--- src/rtl/key_event_pkg.sv ---
// Shared definitions for the key event decoder: per-key state encoding,
// key index constants and the hold-counter width helper.
package key_event_pkg;

    typedef enum logic [1:0] {
        IDLE = 2'd0,
        HOLD = 2'd1,
        LONG = 2'd2
    } key_state_e;

    localparam int KEY_MODE   = 0;
    localparam int KEY_MOVE   = 1;
    localparam int KEY_ADD    = 2;
    localparam int KEY_SWITCH = 3;

    // Counter only ever reaches max-1, so clog2 of the larger period suffices.
    function automatic int cnt_width(input int long_time, input int repeat_time);
        int m;
        m = (long_time > repeat_time) ? long_time : repeat_time;
        return (m < 2) ? 1 : $clog2(m);
    endfunction

endpackage

--- src/rtl/key_event_fsm.sv ---
// One key's sample stages, press/hold/long FSM and hold counter.
// Auto-repeat in the LONG state is only built when KEY_REPEAT_EN is defined.
module key_event_fsm
    import key_event_pkg::*;
#(
    parameter int   LONG_TIME   = 50_000_000,
    parameter int   REPEAT_TIME = 10_000_000,
    parameter logic REPEAT_ON   = 1'b0
) (
    input  logic clk,
    input  logic rst_n,
    input  logic key_n,
    output logic press_pulse,
    output logic release_pulse,
    output logic long_pulse,
    output logic repeat_pulse,
    output logic busy
);

    localparam int CW = cnt_width(LONG_TIME, REPEAT_TIME);
    localparam logic [CW-1:0] LONG_LAST = CW'(LONG_TIME - 1);

    logic          d1_q, d2_q;
    logic          fall, rise;
    key_state_e    state_q, state_d;
    logic [CW-1:0] cnt_q, cnt_d;
    logic          press_q, press_d;
    logic          release_q, release_d;
    logic          long_q, long_d;
    logic          busy_q, busy_d;

    assign fall = d2_q & ~d1_q;
    assign rise = ~d2_q & d1_q;

`ifdef KEY_REPEAT_EN
    localparam logic [CW-1:0] REP_LAST = CW'(REPEAT_TIME - 1);
    logic repeat_q, repeat_d;
`else
    logic unused_repeat_on;
    assign unused_repeat_on = REPEAT_ON;
`endif

    always_comb begin
        state_d   = state_q;
        cnt_d     = cnt_q;
        press_d   = 1'b0;
        release_d = 1'b0;
        long_d    = 1'b0;
`ifdef KEY_REPEAT_EN
        repeat_d  = 1'b0;
`endif
        case (state_q)
            IDLE: begin
                if (fall) begin
                    press_d = 1'b1;
                    cnt_d   = '0;
                    state_d = HOLD;
                end
            end
            HOLD: begin
                // A release on the terminal-count cycle wins over long_pulse.
                if (rise) begin
                    release_d = 1'b1;
                    cnt_d     = '0;
                    state_d   = IDLE;
                end else if (cnt_q == LONG_LAST) begin
                    long_d  = 1'b1;
                    cnt_d   = '0;
                    state_d = LONG;
                end else begin
                    cnt_d = cnt_q + CW'(1);
                end
            end
            LONG: begin
                if (rise) begin
                    release_d = 1'b1;
                    cnt_d     = '0;
                    state_d   = IDLE;
                end else begin
`ifdef KEY_REPEAT_EN
                    if (REPEAT_ON) begin
                        if (cnt_q == REP_LAST) begin
                            repeat_d = 1'b1;
                            cnt_d    = '0;
                        end else begin
                            cnt_d = cnt_q + CW'(1);
                        end
                    end else begin
                        cnt_d = '0;
                    end
`else
                    cnt_d = '0;
`endif
                end
            end
            default: begin
                state_d = IDLE;
                cnt_d   = '0;
            end
        endcase
        busy_d = (state_d != IDLE);
    end

    // Sample stages reset to the released level so a key held through reset
    // is seen as a fresh press afterwards.
    always_ff @(posedge clk) begin
        if (!rst_n) begin
            d1_q      <= 1'b1;
            d2_q      <= 1'b1;
            state_q   <= IDLE;
            cnt_q     <= '0;
            press_q   <= 1'b0;
            release_q <= 1'b0;
            long_q    <= 1'b0;
            busy_q    <= 1'b0;
`ifdef KEY_REPEAT_EN
            repeat_q  <= 1'b0;
`endif
        end else begin
            d1_q      <= key_n;
            d2_q      <= d1_q;
            state_q   <= state_d;
            cnt_q     <= cnt_d;
            press_q   <= press_d;
            release_q <= release_d;
            long_q    <= long_d;
            busy_q    <= busy_d;
`ifdef KEY_REPEAT_EN
            repeat_q  <= repeat_d;
`endif
        end
    end

    assign press_pulse   = press_q;
    assign release_pulse = release_q;
    assign long_pulse    = long_q;
    assign busy          = busy_q;
`ifdef KEY_REPEAT_EN
    assign repeat_pulse  = repeat_q;
`else
    assign repeat_pulse  = 1'b0;
`endif

endmodule

--- src/rtl/key_event_decoder.sv ---
// Turns the four debounced active-low key levels into press/release/long/repeat
// pulses. Auto-repeat (gated per key by REPEAT_MASK) requires KEY_REPEAT_EN.
module key_event_decoder
    import key_event_pkg::*;
#(
    parameter int         LONG_TIME   = 50_000_000,
    parameter int         REPEAT_TIME = 10_000_000,
    parameter logic [3:0] REPEAT_MASK = 4'b0100
) (
    input  logic       clk,
    input  logic       rst_n,
    input  logic       filter_mode_key,
    input  logic       filter_move_key,
    input  logic       filter_add_key,
    input  logic       filter_switch_key,
    output logic [3:0] press_pulse,
    output logic [3:0] release_pulse,
    output logic [3:0] long_pulse,
    output logic [3:0] repeat_pulse,
    output logic       key_busy
);

    logic [3:0] key_n;
    logic [3:0] busy;

    assign key_n[KEY_MODE]   = filter_mode_key;
    assign key_n[KEY_MOVE]   = filter_move_key;
    assign key_n[KEY_ADD]    = filter_add_key;
    assign key_n[KEY_SWITCH] = filter_switch_key;

    for (genvar gi = 0; gi < 4; gi++) begin : g_key
        key_event_fsm #(
            .LONG_TIME  (LONG_TIME),
            .REPEAT_TIME(REPEAT_TIME),
            .REPEAT_ON  (REPEAT_MASK[gi])
        ) u_fsm (
            .clk          (clk),
            .rst_n        (rst_n),
            .key_n        (key_n[gi]),
            .press_pulse  (press_pulse[gi]),
            .release_pulse(release_pulse[gi]),
            .long_pulse   (long_pulse[gi]),
            .repeat_pulse (repeat_pulse[gi]),
            .busy         (busy[gi])
        );
    end

    assign key_busy = |busy;

endmodule

--- config.mk ---
export PLATFORM = sky130hd
export DESIGN_NAME = key_event_decoder
export DESIGN_NICKNAME = d
export VERILOG_FILES = /design/src/rtl/key_event_pkg.sv /design/src/rtl/key_event_fsm.sv /design/src/rtl/key_event_decoder.sv
export SDC_FILE = /design/constraint.sdc
export NUM_CORES = 1
export LEC_CHECK = 0
export ABC_CLOCK_PERIOD_IN_PS = 5330
export CAP_MARGIN = 5
export CORE_UTILIZATION = 64
export DETAILED_ROUTE_END_ITERATION = 8
export GPL_TIMING_DRIVEN = 1
export PLACE_DENSITY = 0.83
export SYNTH_ARGS = -nofsm -noshare
export SYNTH_HDL_FRONTEND = slang
export SYNTH_SLANG_ARGS = --single-unit
--- constraint.sdc ---
create_clock -name clk -period 5.33 [get_ports clk]
set_input_delay 0.7995 -clock clk [delete_from_list [all_inputs] [get_ports clk]]
set_output_delay 0.7995 -clock clk [all_outputs]
set_load 0.005 [all_outputs]
# After elaboration in Yosys (flattened, before gate mapping)
# Index checks and enable logic that the tools add are counted.
[classes]
addsub = 4
mul = 0
div = 0
order_cmp = 0
n_eq_ne = 16
n_shift = 0
mux = 48
bitwise = 21
reduce_logical = 25
[op_table]
columns = ["operator", "count"]
rows = [
  ["26-bit 2-to-1 mux", 12],
  ["26-bit one-hot mux with 2 select lines", 4],
  ["26-bit by 1-bit adder with 26-bit output, second input constant", 4],
  ["26-bit equality test, second input constant", 4],
  ["2-bit 2-to-1 mux", 16],
  ["2-bit one-hot mux with 3 select lines", 4],
  ["2-bit AND reduction", 8],
  ["1-bit NOT", 13],
  ["1-bit 2-to-1 mux", 12],
  ["3-bit OR reduction", 4],
  ["1-bit AND", 8],
  ["2-bit by 1-bit equality test with 1-bit output, second input constant", 4],
  ["2-bit equality test, second input constant", 4],
  ["2-bit logical NOT", 4],
  ["2-bit by 1-bit inequality test with 1-bit output, second input constant", 4],
  ["2-bit nonzero test", 4],
  ["2-bit OR reduction", 4],
  ["4-bit OR reduction", 1],
]
[totals]
register_bits = 136
latch_bits = 0
ram_bits = 0
mem_bits_ro = 0
in_bits = 6
output_inout_bits = 17
word_cells = 146
n_memories = 0

# Logic depth before layout (Yosys ltp)
# Gate-level depths: netlist (run 1).
[logic_depth]
depth_word = 5
depth_mapped = 8
mapped_depth_nobuf = 7

# Hierarchy
# A second synthesis (run 1) with hierarchy kept.
[unflattened]
cells_unflattened = 802
area_unflattened_um2 = 7055.5
[modules_own_cells]
columns = ["module", "instances", "cells_per_inst", "area_per_inst_um2", "seq_area_each_um2"]
rows = [
  ["key_event_fsm (g_key[0].u_fsm ...)", 3, 200, 1767.9, 680.7],
  ["key_event_fsm (g_key[3].u_fsm)", 1, 201, 1744.2, 680.7],
  ["key_event_decoder", 1, 1, 7.5, 0.0],
]

# Worst setup path before layout (run 1)
# Ideal clock, no wire load.
[synth_path]
kind = "reg2reg"
from = "register g_key[1].u_fsm.state_q[0]"
to = "register g_key[1].u_fsm.cnt_q[19]"
setup_ns = 0.114
t_arrival_ns = 1.649
required_time_ns = 5.216
path_slack_ns = 3.567
path_stages_with_launch = 8
path_buffers = 1
period_less_slack_ns = 1.763
cell_sequence = "dfxtp_1 inv_1 ha_1 clkbuf_1 a2111oi_4 nand4_1 xor2_1 nor2_1"
[synth_between]
elab_chain_len = 2
elab_cells_between_ends = 4
cone_classes = "eq/ne (2); mux (1); reduce/logical (1)"
[synth_lines]
columns = ["element", "line_no", "source"]
rows = [
  ["start: declaration", "key_event_fsm.sv:25", "key_state_e state_q, state_d;"],
  ["start signal: assignment", "key_event_fsm.sv:122", "state_q <= state_d;"],
  ["2-bit by 1-bit equality test with 1-bit output or 2-bit logical NOT (tied branches)", "key_event_fsm.sv:52", "case (state_q)"],
  ["26-bit one-hot mux with 2 select lines or 2-bit by 1-bit inequality test with 1-bit output (tied branches)", "-", ""],
  ["end signal: assignment", "key_event_fsm.sv:123", "cnt_q <= cnt_d;"],
  ["end: declaration", "key_event_fsm.sv:26", "logic [CW-1:0] cnt_q, cnt_d;"],
]
# Parallel ways exist; a longest one is shown, timed or not.
# A chain may end at the register's enable or synchronous reset.

# Final worst setup path (run 1)
[layout_path]
from = "register g_key[1].u_fsm.busy_q"
to = "output port key_busy"
[layout_between]
elab_chain_len = 1
[layout_lines]
columns = ["element", "line_no", "source"]
rows = [
  ["start: declaration", "key_event_fsm.sv:30", "logic busy_q, busy_d;"],
  ["start signal: assignment", "key_event_fsm.sv:127", "busy_q <= busy_d;"],
  ["4-bit OR reduction", "key_event_decoder.sv:48", "assign key_busy = |busy;"],
  ["end: declaration", "key_event_decoder.sv:20", "output logic key_busy"],
]
# No other way between the ends.

==> key figures, run 1 <==
Status
  • Run status: complete, no violations

Clocking
  • Clock tree buffer depth: 2
  • Number of clock buffers inserted by TritonCTS: 17
  • TritonCTS clock tree: done
  • Number of hold buffers added after cts: 0
  • CTS Root Cell: clkbuf_8
  • Clock transition at the registers of the reported paths: 0.06 ns
  • Postcts setup bufs: 0
  • Clock network latency to the later pin of the worst-skew pair: 0.54 ns
  • Number of gates given a new drive strength after cts: 0
  • Number of sinks handled by clock tree synthesis: 136
  • Deepest level of the CTS H-tree: 4

STA
  • Total setup violations reported at the end of the flow: 0
  • Number of max-slew violations in the final report: 0
  • Minimum clock period: 2.67 ns
  • RSZ-0062 raised after global routing: false
  • Count of final hold-check violations: 0
  • Final TNS setup: 0 ns
  • Highest attainable clock frequency: 375 MHz
  • Final worst-path cycle share: 0.501
  • Fin Clk Skew: 0.00868 ns
  • Transition at the pin with the smallest max-transition slack: 1.04 ns
  • Max-Slew Margin vs Limit: 0.304

Yosys
  • Post-synth EDFFs: 0
  • Post-Synthesis Cell Area: 0.00648 mm²
  • Post-Syn Area per Cell: 8.83 µm²
  • Gate count after technology mapping: 734
  • Fraction of the yosys area taken by sequential cells: 0.420
  • Number of warnings printed during yosys synthesis: 0
  • FF+latch count, synth: 136
  • Predominant post-synthesis flop cell: dfxtp_1
  • Async set or reset register ratio after synthesis: 0
  • Library cells used by synthesis: 55

Layout
  • NumNets Final: 760
  • Fraction of the core area covered by cells at the end of the flow: 0.725
  • Final std cells w/o fill: 878
  • Layout cell share with drive strength beyond 1: 0.0537
  • Synth-to-layout area growth: 9.26%
  • Layout fillers: 731
  • Count of inserted antenna diode cells: 0

GRT
  • Total overflow reported by the global router: 0
  • Largest net degree at the start of global routing: 27
  • Global-route wire length before repair: 20500 µm
  • Antenna violations before repair: 0
  • Via count of the first global-routing pass: 4583
  • GRT Overall Usage: 0.249

Worst setup path
  • Standard cell with the maximum stage delay on the critical path: or4_1
  • Required time reported for the critical path endpoint: 4.53 ns
  • Setup crit start kind: flop
  • Top fanout value on the critical path: 1
  • Number of cells traversed by the worst register-to-register path: 6
  • Critical-path cell list: or4_1 -> clkdlybuf4s50_1
  • Stage delay of the slowest cell on the critical path: 0.57 ns
  • Worst Path Arrival: 1.87 ns
  • Kind of capture point of the worst setup path: output port
  • Worst setup path class: reg -> out

Floorplanning
  • Core Footprint: 0.00977 mm²
  • Number of placement rows: 36
  • Die extent in y: 103 µm
  • # IOs: 23
  • Initial cell density of the core: 0.663
  • Die footprint: 0.0105 mm²
  • Die width: 103 µm

Power
  • Peak ir drop on the vdd network: 248 µV
  • Lkg Pwr: 2.65 nW
  • Ratio of total power to cell area: 300 mW/mm²

Detailed routing
  • Drt via density: 5.64
  • Count of TritonRoute iterations in the first routing pass: 5
  • Detailed-route via count: 4950
  • Detailed Route WL: 12300 µm
  • Wire length per cell after detailed routing: 14.0 µm
  • Number of DRC markers in iteration 0: 179
  • Residual antenna-violating net count after detailed routing: 0
  • Number of DRC violations after detailed routing: 0

Worst hold path
  • Hold Crit Depth: 1
  • Worst min-delay path class: reg -> reg

Flow run
  • # Max-Cap Violations: 0

Place
  • Gp weighted congestion: 0.843
  • Port buffer count: 18
  • Post-placement cell count: 848
  • Detail Placement HPWL: 8410 µm
[critical path, delay by kind of cell (launching register included)]
family,cells,cell delay (ns)
buf+inv,1,0.47
flops,1,0.29
simple gates,1,0.57
[cells in the final DEF (no fill, tap or decap), types with 7 or more instances in the layout]
| master | synthesis | routed |
|---|---|---|
| nand2b_1 | 20 | 20 |
| o21ai_0 | 14 | 14 |
| nand2_1 | 50 | 50 |
| and2_1 | 7 | 7 |
| nand3_1 | 36 | 36 |
| inv_1 | 15 | 15 |
| xor2_1 | 70 | 70 |
| nor2_1 | 119 | 119 |
| and4_1 | 11 | 11 |
| ha_1 | 20 | 20 |
| clkbuf_16 | 0 | 16 |
| and3_1 | 29 | 29 |
| clkdlybuf4s50_1 | 0 | 18 |
| dfxtp_1 | 136 | 136 |
| xnor2_1 | 25 | 25 |
| nand4_1 | 39 | 39 |
| a21oi_1 | 25 | 25 |
[synthesized netlist by cell type, drive strengths merged (2+ instances only)]
cell type    n  area [µm²]
o21ai       14        70.1
nor4         7        58.8
nand2b      21         139
o311ai       2        17.5
buf         33         243
nand4b       5        43.8
xor2        70         613
o21a         3        22.5
and2         7        43.8
o22ai        2        12.5
or2          5        31.3
clkbuf       9        33.8
a21oi       25         125
a211oi       9        82.6
nor2b        4        25.0
dfxtp      136        2720
nand3       36         180
nand4       40         256
and4        11        96.3
a31oi        2        12.5
ha          20         250
a2111oi      2        55.1
nor2       119         447
nand3b       2        15.0
nand2       50         188
a21boi       2        15.0
inv         15        56.3
nor4bb       4        40.0
xnor2       25         219
a21o         5        37.5
and3        29         181
nor3         6        30.0
[cell type report]
type	instances	area, µm²	area share
Multi-Input combinational cell	544	3440	0.486
Sequential cell	136	2720	0.384
Clock buffer	26	478	0.0675
Timing Repair Buffer	20	195	0.0276
Tap cell	133	166	0.0235
Inverter	15	56.3	0.00795
Clock inverter	4	20.0	0.00283
[registers in the layout (all words and copies together) (netlist names)]
register	cells
g_key.u_fsm.state_q	8
g_key.u_fsm.cnt_q	104
g_key.u_fsm.d1_q	4
g_key.u_fsm.release_pulse	4
g_key.u_fsm.d2_q	4
g_key.u_fsm.press_pulse	4
g_key.u_fsm.long_pulse	4
g_key.u_fsm.busy	4
[logic make-up after synthesis]
kind of cell | Yosys count | synth area share
multiplexers | 1 | 0.00154
flip-flops | 136 | 0.420
AND/OR/NAND/NOR | 352 | 0.282
other | 1 | 0.000578
XOR/XNOR | 95 | 0.128
AO/OA/AOI/OAI | 72 | 0.0776
buffers and inverters | 57 | 0.0513
adder cells (fa/ha/maj) | 20 | 0.0386
[stage by stage]
| stage | setup WS (ns) | total power, W | cell area [µm²] | hold slack, ns |
|---|---|---|---|---|
| global placement | 2.42 | 0.00115 | 6580 | 0.456 |
| global route | 2.62 | 0.00220 | 7080 | 0.513 |
| finish | 2.66 | 0.00213 | 7080 | 0.485 |
| detailed placement | 2.29 | 0.00115 | 6580 | 0.475 |
| CTS | 2.64 | 0.00215 | 7080 | 0.488 |
| floorplan | 3.57 | 0.00114 | 6490 | 0.439 |
[layer usage]
metal | wire, µm | vias to the layer above | GRT usage
li1 | - | 2494 | -
met1 | 5650 | 2341 | 0.302
met2 | 5890 | 95 | 0.409
met3 | 485 | 20 | 0.0664
met4 | 225 | 0 | 0.125
met5 | 0 | - | 0
[final timing paths]
path	from	endpoint	slack [ns]
setup reg to reg	g_key[1].u_fsm.cnt_q[0]	g_key[1].u_fsm.cnt_q[23]	2.85
hold reg to reg	g_key[2].u_fsm.d1_q	g_key[2].u_fsm.d2_q	0.48
hold / removal	g_key[2].u_fsm.d1_q	g_key[2].u_fsm.d2_q	0.48
setup / recovery	g_key[1].u_fsm.busy	key_busy	2.66
[where the power goes]
part	leakage (nW)	total (W)	internal (W)	switching [W]
Sequential	1.10	0.00104	0.00103	0.00000896
Combinational	1.30	0.0000905	0.0000314	0.0000591
Clock	0.249	0.000999	0.000600	0.000399
Power figures use the tool's default switching activity.
==> inputs of run 2 (changes only) <==
- ABC_CLOCK_PERIOD_IN_PS: 5330 -> 2300
- CORE_UTILIZATION: 64 -> 55
- PLACE_DENSITY: 0.83 -> 0.76
- clock period: 5.33 -> 2.3 ns (I/O delays scaled with it)
==> run 2 against run 1 <==
Wire length increased by 1.9%. Largest cell class unchanged. Die area grew 16%. Register-to-register slack got worse by 2.7 ns. Critical path type is now reg -> reg. Largest power group is now the clock network. Critical endpoint is now g_key[1].u_fsm.cnt_q[20].
==> key figures, run 2 (synthesis gave the netlist of run 1 again) <==
Status
  • Run status: complete, no violations

Power
  • Share of power burned in combinational logic: 0.042
  • Overall power: 0.00551 W
  • Switching share of power: 0.204
  • Cell-internal power: 0.00439 W
  • Clk network pwr share: 0.522
  • Portion of total power attributed to sequential cells: 0.436
  • Peak ir drop on the vdd network: 694 µV
  • Ratio of total power to cell area: 752 mW/mm²
  • Lkg Pwr: 2.78 nW
  • Sw Pwr: 0.00113 W

GRT
  • Antenna violations before repair: 0
  • Largest net degree at the start of global routing: 27
  • Total overflow reported by the global router: 0
  • GRT Overall Usage: 0.218
  • Via count of the first global-routing pass: 4837
  • Global-route wire length before repair: 22100 µm

Clocking
  • Deepest level of the CTS H-tree: 4
  • Postcts setup bufs: 0
  • TritonCTS clock tree: done
  • Number of gates given a new drive strength after cts: 0
  • Clock transition at the registers of the reported paths: 0.05 ns
  • CTS Root Cell: clkbuf_16
  • Clock tree buffer depth: 2
  • Number of sinks handled by clock tree synthesis: 136
  • Number of hold buffers added after cts: 0
  • Number of clock buffers inserted by TritonCTS: 17
  • Clock network latency to the later pin of the worst-skew pair: 0.42 ns

Floorplanning
  • # IOs: 23
  • Number of placement rows: 39
  • Core Footprint: 0.0115 mm²
  • Die extent in y: 111 µm
  • Die width: 111 µm
  • Die footprint: 0.0122 mm²
  • Initial cell density of the core: 0.565

Flow run
  • # Max-Cap Violations: 0

Layout
  • Layout cell share with drive strength beyond 1: 0.0764
  • Synth-to-layout area growth: 13.1%
  • Max reg flops: 104
  • Commonest non-fill, non-tap cell in the layout: dfxtp_1
  • Top reg by flops: g_key.u_fsm.cnt_q
  • Cell area after layout: 0.00733 mm²
  • Commonest cells after routing, fill and taps aside: 136 x dfxtp_1, 119 x nor2_1, 70 x xor2_1
  • Biggest registers after layout: g_key.u_fsm.cnt_q x104, g_key.u_fsm.state_q x8
  • Final std cells w/o fill: 902
  • Count of inserted antenna diode cells: 0
  • Fraction of the core area covered by cells at the end of the flow: 0.639
  • NumNets Final: 773

Worst setup path
  • Standard cell with the maximum stage delay on the critical path: o311ai_1
  • Crit path max-delay family: compound AO/OA/AOI/OAI gates
  • Required time reported for the critical path endpoint: 2.59 ns
  • Top fanout value on the critical path: 26
  • Number of cells traversed by the worst register-to-register path: 7
  • Stage delay of the slowest cell on the critical path: 0.40 ns
  • FF-to-FF Start: g_key[1].u_fsm.cnt_q[0]
  • Worst Path Arrival: 2.41 ns
  • Worst setup path class: reg -> reg
  • Kind of capture point of the worst setup path: flop
  • Slack of the worst reg-to-reg path: 0.18 ns
  • Critical-path cell list: ha_1 -> nor4bb_1 -> nand4b_1 -> o311ai_1 -> a21o_1 -> buf_4 -> nor2_1
  • Capturing point of the worst reg2reg path: g_key[1].u_fsm.cnt_q[20]
  • Setup crit start kind: flop
  • Number of buffer and inverter instances along the worst setup path: 1

Detailed routing
  • Residual antenna-violating net count after detailed routing: 0
  • Drt via density: 5.61
  • Wire length per cell after detailed routing: 13.8 µm
  • Detailed Route WL: 12500 µm
  • Number of DRC markers in iteration 0: 321
  • Count of TritonRoute iterations in the first routing pass: 5
  • Detailed-route via count: 5062
  • Number of DRC violations after detailed routing: 0

STA
  • Transition at the pin with the smallest max-transition slack: 0.776 ns
  • Minimum clock period: 2.12 ns
  • Highest attainable clock frequency: 472 MHz
  • Final worst-path cycle share: 0.922
  • Count of final hold-check violations: 0
  • RSZ-0062 raised after global routing: false
  • Total setup violations reported at the end of the flow: 0
  • Fin Clk Skew: 0.00858 ns
  • Max-Slew Margin vs Limit: 0.483
  • Final TNS setup: 0 ns
  • Number of max-slew violations in the final report: 0

Place
  • Gp weighted congestion: 0.808
  • Detail Placement HPWL: 8680 µm
  • Post-placement cell count: 871
  • Port buffer count: 18
  • Placed standard-cell area: 0.00670 mm²

Worst hold path
  • Worst-case hold path end point: g_key[3].u_fsm.cnt_q[23]
  • Worst min-delay path class: reg -> reg
  • Hold Crit Depth: 2
  • Startpoint of the most critical hold path: g_key[3].u_fsm.cnt_q[23]
run 2: routing by layer:
| layer | vias to the layer above | wire length (µm) | global-route usage |
|---|---|---|---|
| li1 | 2525 | - | - |
| met1 | 2432 | 5980 | 0.279 |
| met2 | 84 | 5880 | 0.354 |
| met3 | 21 | 343 | 0.0456 |
| met4 | 0 | 276 | 0.101 |
| met5 | - | 0 | 0 |
run 2: power groups by stage:
stage	clock (W)	combinational, W	sequential (W)
floorplan	0	0.000183	0.00245
global placement	0	0.000221	0.00245
detailed placement	0	0.000229	0.00246
CTS	0.00291	0.000230	0.00240
global route	0.00302	0.000257	0.00241
finish	0.00288	0.000230	0.00241
run 2: layout make-up:
type,count,area [µm²]
fillers,948,4140
flip-flops and latches,136,2720
clock inverters,9,145
inverters,15,56.3
clock buffers,22,484
repair buffers,33,305
well taps,143,179
multi-input cells,544,3440
run 2: worst reg2reg max path, delay by kind of cell (launching register included):
| family | cells | cell delay, ns |
|---|---|---|
| buffers and inverters | 1 | 0.27 |
| AOI/OAI and AO/OA | 2 | 0.57 |
| DFF | 1 | 0.37 |
| adders and majority gates | 1 | 0.22 |
| and+or+nand+nor | 3 | 0.57 |
run 2: metrics by stage:
stage	setup WS [ns]	hold WS, ns
after floorplan	0.537	0.418
after global placement	0.281	0.462
after detailed placement	0.177	0.473
after CTS	0.174	0.476
after global routing	0.0174	0.484
final	0.179	0.478
run 2: worst max path at each step:
stage / start / end / slack (ns) / depth (start not counted)
2_1_floorplan: g_key[1].u_fsm.state_q[0] / g_key[1].u_fsm.cnt_q[19] / 0.54 / 7
3_3_place_gp: g_key[1].u_fsm.cnt_q[0] / g_key[1].u_fsm.cnt_q[20] / 0.28 / 7
3_5_place_dp: g_key[1].u_fsm.cnt_q[0] / g_key[1].u_fsm.cnt_q[23] / 0.18 / 7
4_1_cts: g_key[1].u_fsm.cnt_q[0] / g_key[1].u_fsm.cnt_q[0] / 0.17 / 7
5_1_grt: g_key[1].u_fsm.cnt_q[0] / g_key[1].u_fsm.cnt_q[20] / 0.02 / 7
6_report: g_key[1].u_fsm.cnt_q[0] / g_key[1].u_fsm.cnt_q[20] / 0.18 / 7
==> inputs of run 3 (changes only) <==
- CORE_UTILIZATION: 55 -> 56
- CTS_CLUSTER_DIAMETER: unset -> 120
- PLACE_DENSITY: 0.76 -> 0.77
- SYNTH_HIERARCHICAL: unset -> 1
==> run 3 against run 2 <==
Register-to-register slack is essentially flat. Via count increased by 18%. Hold slack lost 0.042 ns. Clock power fell by 10%. Sequential power is essentially flat. Non-clock buffer count up 1. Clock-buffer cell count up 3. Cell count is 13% higher. Design area up 9.8%.
==> key figures, run 3 <==
Worst setup path
  • Crit path max-delay family: simple AND/OR/NAND/NOR gates
  • FF-to-FF Start: g_key[3].u_fsm/cnt_q[7]
  • Kind of capture point of the worst setup path: flop
  • Capturing point of the worst reg2reg path: g_key[3].u_fsm/cnt_q[8]
  • Slack of the worst reg-to-reg path: 0.17 ns
  • Setup crit start kind: flop
  • Number of buffer and inverter instances along the worst setup path: 0
  • Standard cell with the maximum stage delay on the critical path: or4_4
  • Stage delay of the slowest cell on the critical path: 0.56 ns
  • Required time reported for the critical path endpoint: 2.60 ns
  • Worst setup path class: reg -> reg
  • Top fanout value on the critical path: 7
  • Critical-path cell list: or4_4 -> nor4_4 -> a21oi_2 -> and4b_2 -> a311o_1
  • Number of cells traversed by the worst register-to-register path: 5
  • Worst Path Arrival: 2.44 ns

Floorplanning
  • # IOs: 23
  • Initial cell density of the core: 0.580
  • Number of placement rows: 40
  • Die width: 114 µm
  • Core Footprint: 0.0122 mm²
  • Die extent in y: 114 µm
  • Die footprint: 0.0131 mm²

STA
  • Fin Clk Skew: 0.00705 ns
  • Max-Slew Margin vs Limit: 0.578
  • Transition at the pin with the smallest max-transition slack: 0.630 ns
  • Final worst-path cycle share: 0.928
  • Highest attainable clock frequency: 469 MHz
  • Count of final hold-check violations: 0
  • Minimum clock period: 2.13 ns
  • Final TNS setup: 0 ns
  • Number of max-slew violations in the final report: 0
  • RSZ-0062 raised after global routing: false
  • Total setup violations reported at the end of the flow: 0

Clocking
  • Postcts setup bufs: 0
  • Number of clock buffers inserted by TritonCTS: 17
  • Deepest level of the CTS H-tree: 4
  • Number of sinks handled by clock tree synthesis: 136
  • Number of hold buffers added after cts: 0
  • TritonCTS clock tree: done
  • Clock transition at the registers of the reported paths: 0.06 ns
  • CTS Root Cell: clkbuf_16
  • Clock tree buffer depth: 2
  • Clock network latency to the later pin of the worst-skew pair: 0.42 ns
  • Number of gates given a new drive strength after cts: 0

GRT
  • Global-route wire length before repair: 26200 µm
  • Layer with the highest usage: met2
  • Met1 GRT Util: 0.313
  • Via count of the first global-routing pass: 5722
  • Largest net degree at the start of global routing: 25
  • GRT Overall Usage: 0.250
  • Antenna violations before repair: 0
  • Routing usage on met3: 0.0625
  • Total overflow reported by the global router: 0
  • GR Layer Usage met2: 0.417

Yosys
  • Library cells used by synthesis: 56
  • Cells taking the most area after synthesis: dfxtp_1 39%, xnor2_1 6.0%, nor2_1 5.0%
  • Number of warnings printed during yosys synthesis: 6
  • Most used standard cell by instance count after synthesis: dfxtp_1
  • FF+latch count, synth: 136
  • Gate count after technology mapping: 802
  • Post-synth EDFFs: 0
  • Predominant post-synthesis flop cell: dfxtp_1
  • Share of Yosys cell area claimed by the top area cell type: 0.386
  • Top cells by instance count after synthesis: 136 x dfxtp_1, 94 x nor2_1, 63 x nand2_1, 48 x xnor2_1, 41 x nand3_1
  • Post-Synthesis Cell Area: 0.00706 mm²
  • Post-synth top area cell: dfxtp_1
  • Post-Syn Area per Cell: 8.80 µm²
  • Async set or reset register ratio after synthesis: 0
  • Fraction of the yosys area taken by sequential cells: 0.386
  • Syn Nets: 828

Place
  • Detail Placement HPWL: 10800 µm
  • Port buffer count: 18
  • Gp weighted congestion: 0.881

Power
  • Lkg Pwr: 2.79 nW
  • Peak ir drop on the vdd network: 519 µV
  • Ratio of total power to cell area: 646 mW/mm²

Layout
  • Biggest registers after layout: g_key.u_fsm/cnt_q x104, g_key.u_fsm/state_q x8
  • Max reg flops: 104
  • Synth-to-layout area growth: 14.1%
  • Layout cell share with drive strength beyond 1: 0.0928
  • Count of inserted antenna diode cells: 0
  • Layout fillers: 1019
  • Commonest cells after routing, fill and taps aside: 136 x dfxtp_1, 94 x nor2_1, 63 x nand2_1
  • Commonest non-fill, non-tap cell in the layout: dfxtp_1
  • NumNets Final: 864
  • Fraction of the core area covered by cells at the end of the flow: 0.662
  • Top reg by flops: g_key.u_fsm/cnt_q

Flow run
  • # Max-Cap Violations: 0

Worst hold path
  • Startpoint of the most critical hold path: rst_n
  • Worst-case hold path end point: g_key[3].u_fsm/release_pulse
  • Worst min-delay path class: in -> reg
  • Hold Crit Depth: 3

Detailed routing
  • Detailed Route WL: 15200 µm
  • Detailed-route via count: 5950
  • Number of DRC markers in iteration 0: 468
  • Residual antenna-violating net count after detailed routing: 0
  • Number of DRC violations after detailed routing: 0
  • Count of TritonRoute iterations in the first routing pass: 5
  • Drt via density: 5.84
  • Wire length per cell after detailed routing: 14.9 µm

Status
  • Run status: complete, no violations
==> run 3: cell types whose count changed after synthesis, moves of 13 or more <==
cell / delta
buf_4: -16
nand2_1: +13
nand4_1: -15
nor2_1: -25
nor3_1: +32
o21ai_0: +14
xnor2_1: +23
xor2_1: -46
==> run 3: routing by layer <==
| metal | part of all wire | routed length [µm] | vias up |
|---|---|---|---|
| met5 | 0 | 0 | - |
| met2 | 0.48 | 7360 | 153 |
| met4 | 0.017 | 258 | 0 |
| met1 | 0.45 | 6880 | 2817 |
| li1 | - | - | 2949 |
| met3 | 0.046 | 697 | 31 |
==> run 3: worst max-delay path by stage <==
stage,startpoint,endpoint,slack (ns),cells after the start
3_3_place_gp,g_key[3].u_fsm/cnt_q[7],g_key[3].u_fsm/busy,0.23,5
6_report,g_key[3].u_fsm/cnt_q[7],g_key[3].u_fsm/cnt_q[8],0.17,5
4_1_cts,g_key[1].u_fsm/cnt_q[7],g_key[1].u_fsm/cnt_q[14],0.17,6
3_5_place_dp,g_key[1].u_fsm/cnt_q[7],g_key[1].u_fsm/cnt_q[17],0.17,6
5_1_grt,g_key[1].u_fsm/cnt_q[7],g_key[1].u_fsm/cnt_q[14],0.02,6
2_1_floorplan,g_key[3].u_fsm/cnt_q[7],g_key[3].u_fsm/busy,0.32,5
==> run 3: worst register-to-register path, stage by stage, from the launching register on <==
cell and delay [ns]:
dfxtp_1 0.36, or4_4 0.56, nor4_4 0.40, a21oi_2 0.18, and4b_2 0.25, a311o_1 0.27
==> run 3: metrics by stage <==
step / instances / cell area, µm² / power (W) / hold slack, ns / setup slack [ns]
floorplan: 802 / 7060 / 0.00258 / 0.418 / 0.322
global placement: 987 / 7480 / 0.00266 / 0.470 / 0.232
detailed placement: 987 / 7480 / 0.00267 / 0.479 / 0.174
CTS: 1019 / 8050 / 0.00526 / 0.409 / 0.170
global route: 1019 / 8050 / 0.00540 / 0.437 / 0.0218
finish: 1019 / 8050 / 0.00520 / 0.437 / 0.166
==> run 3: cell families (layout without fill, tap and decap cells) <==
logic type	count (synthesis)	in the layout	synth area share
fa+ha+maj	20	20	0.0355
simple gates	408	408	0.334
compound gates	122	122	0.123
buf+inv	37	86	0.0255
mux	3	3	0.00426
flops	136	136	0.386
other cells	4	4	0.00213
xor+xnor	72	72	0.0894
==> run 3: cell type report <==
class                           count  area (µm²)  share of cell area
Multi-Input combinational cell    629        4150               0.516
Clock buffer                       25         505              0.0628
Tap cell                          168         210              0.0261
Timing Repair Buffer               34         320              0.0398
Sequential cell                   136        2720               0.338
Clock inverter                      7        66.3             0.00823
Inverter                           20        75.1             0.00932
==> run 3: power breakdown <==
group / total, W / switching, W / internal, W
logic: 0.000235 / 0.000143 / 0.0000912
clock network: 0.00258 / 0.000962 / 0.00162
registers: 0.00238 / 0.0000115 / 0.00237
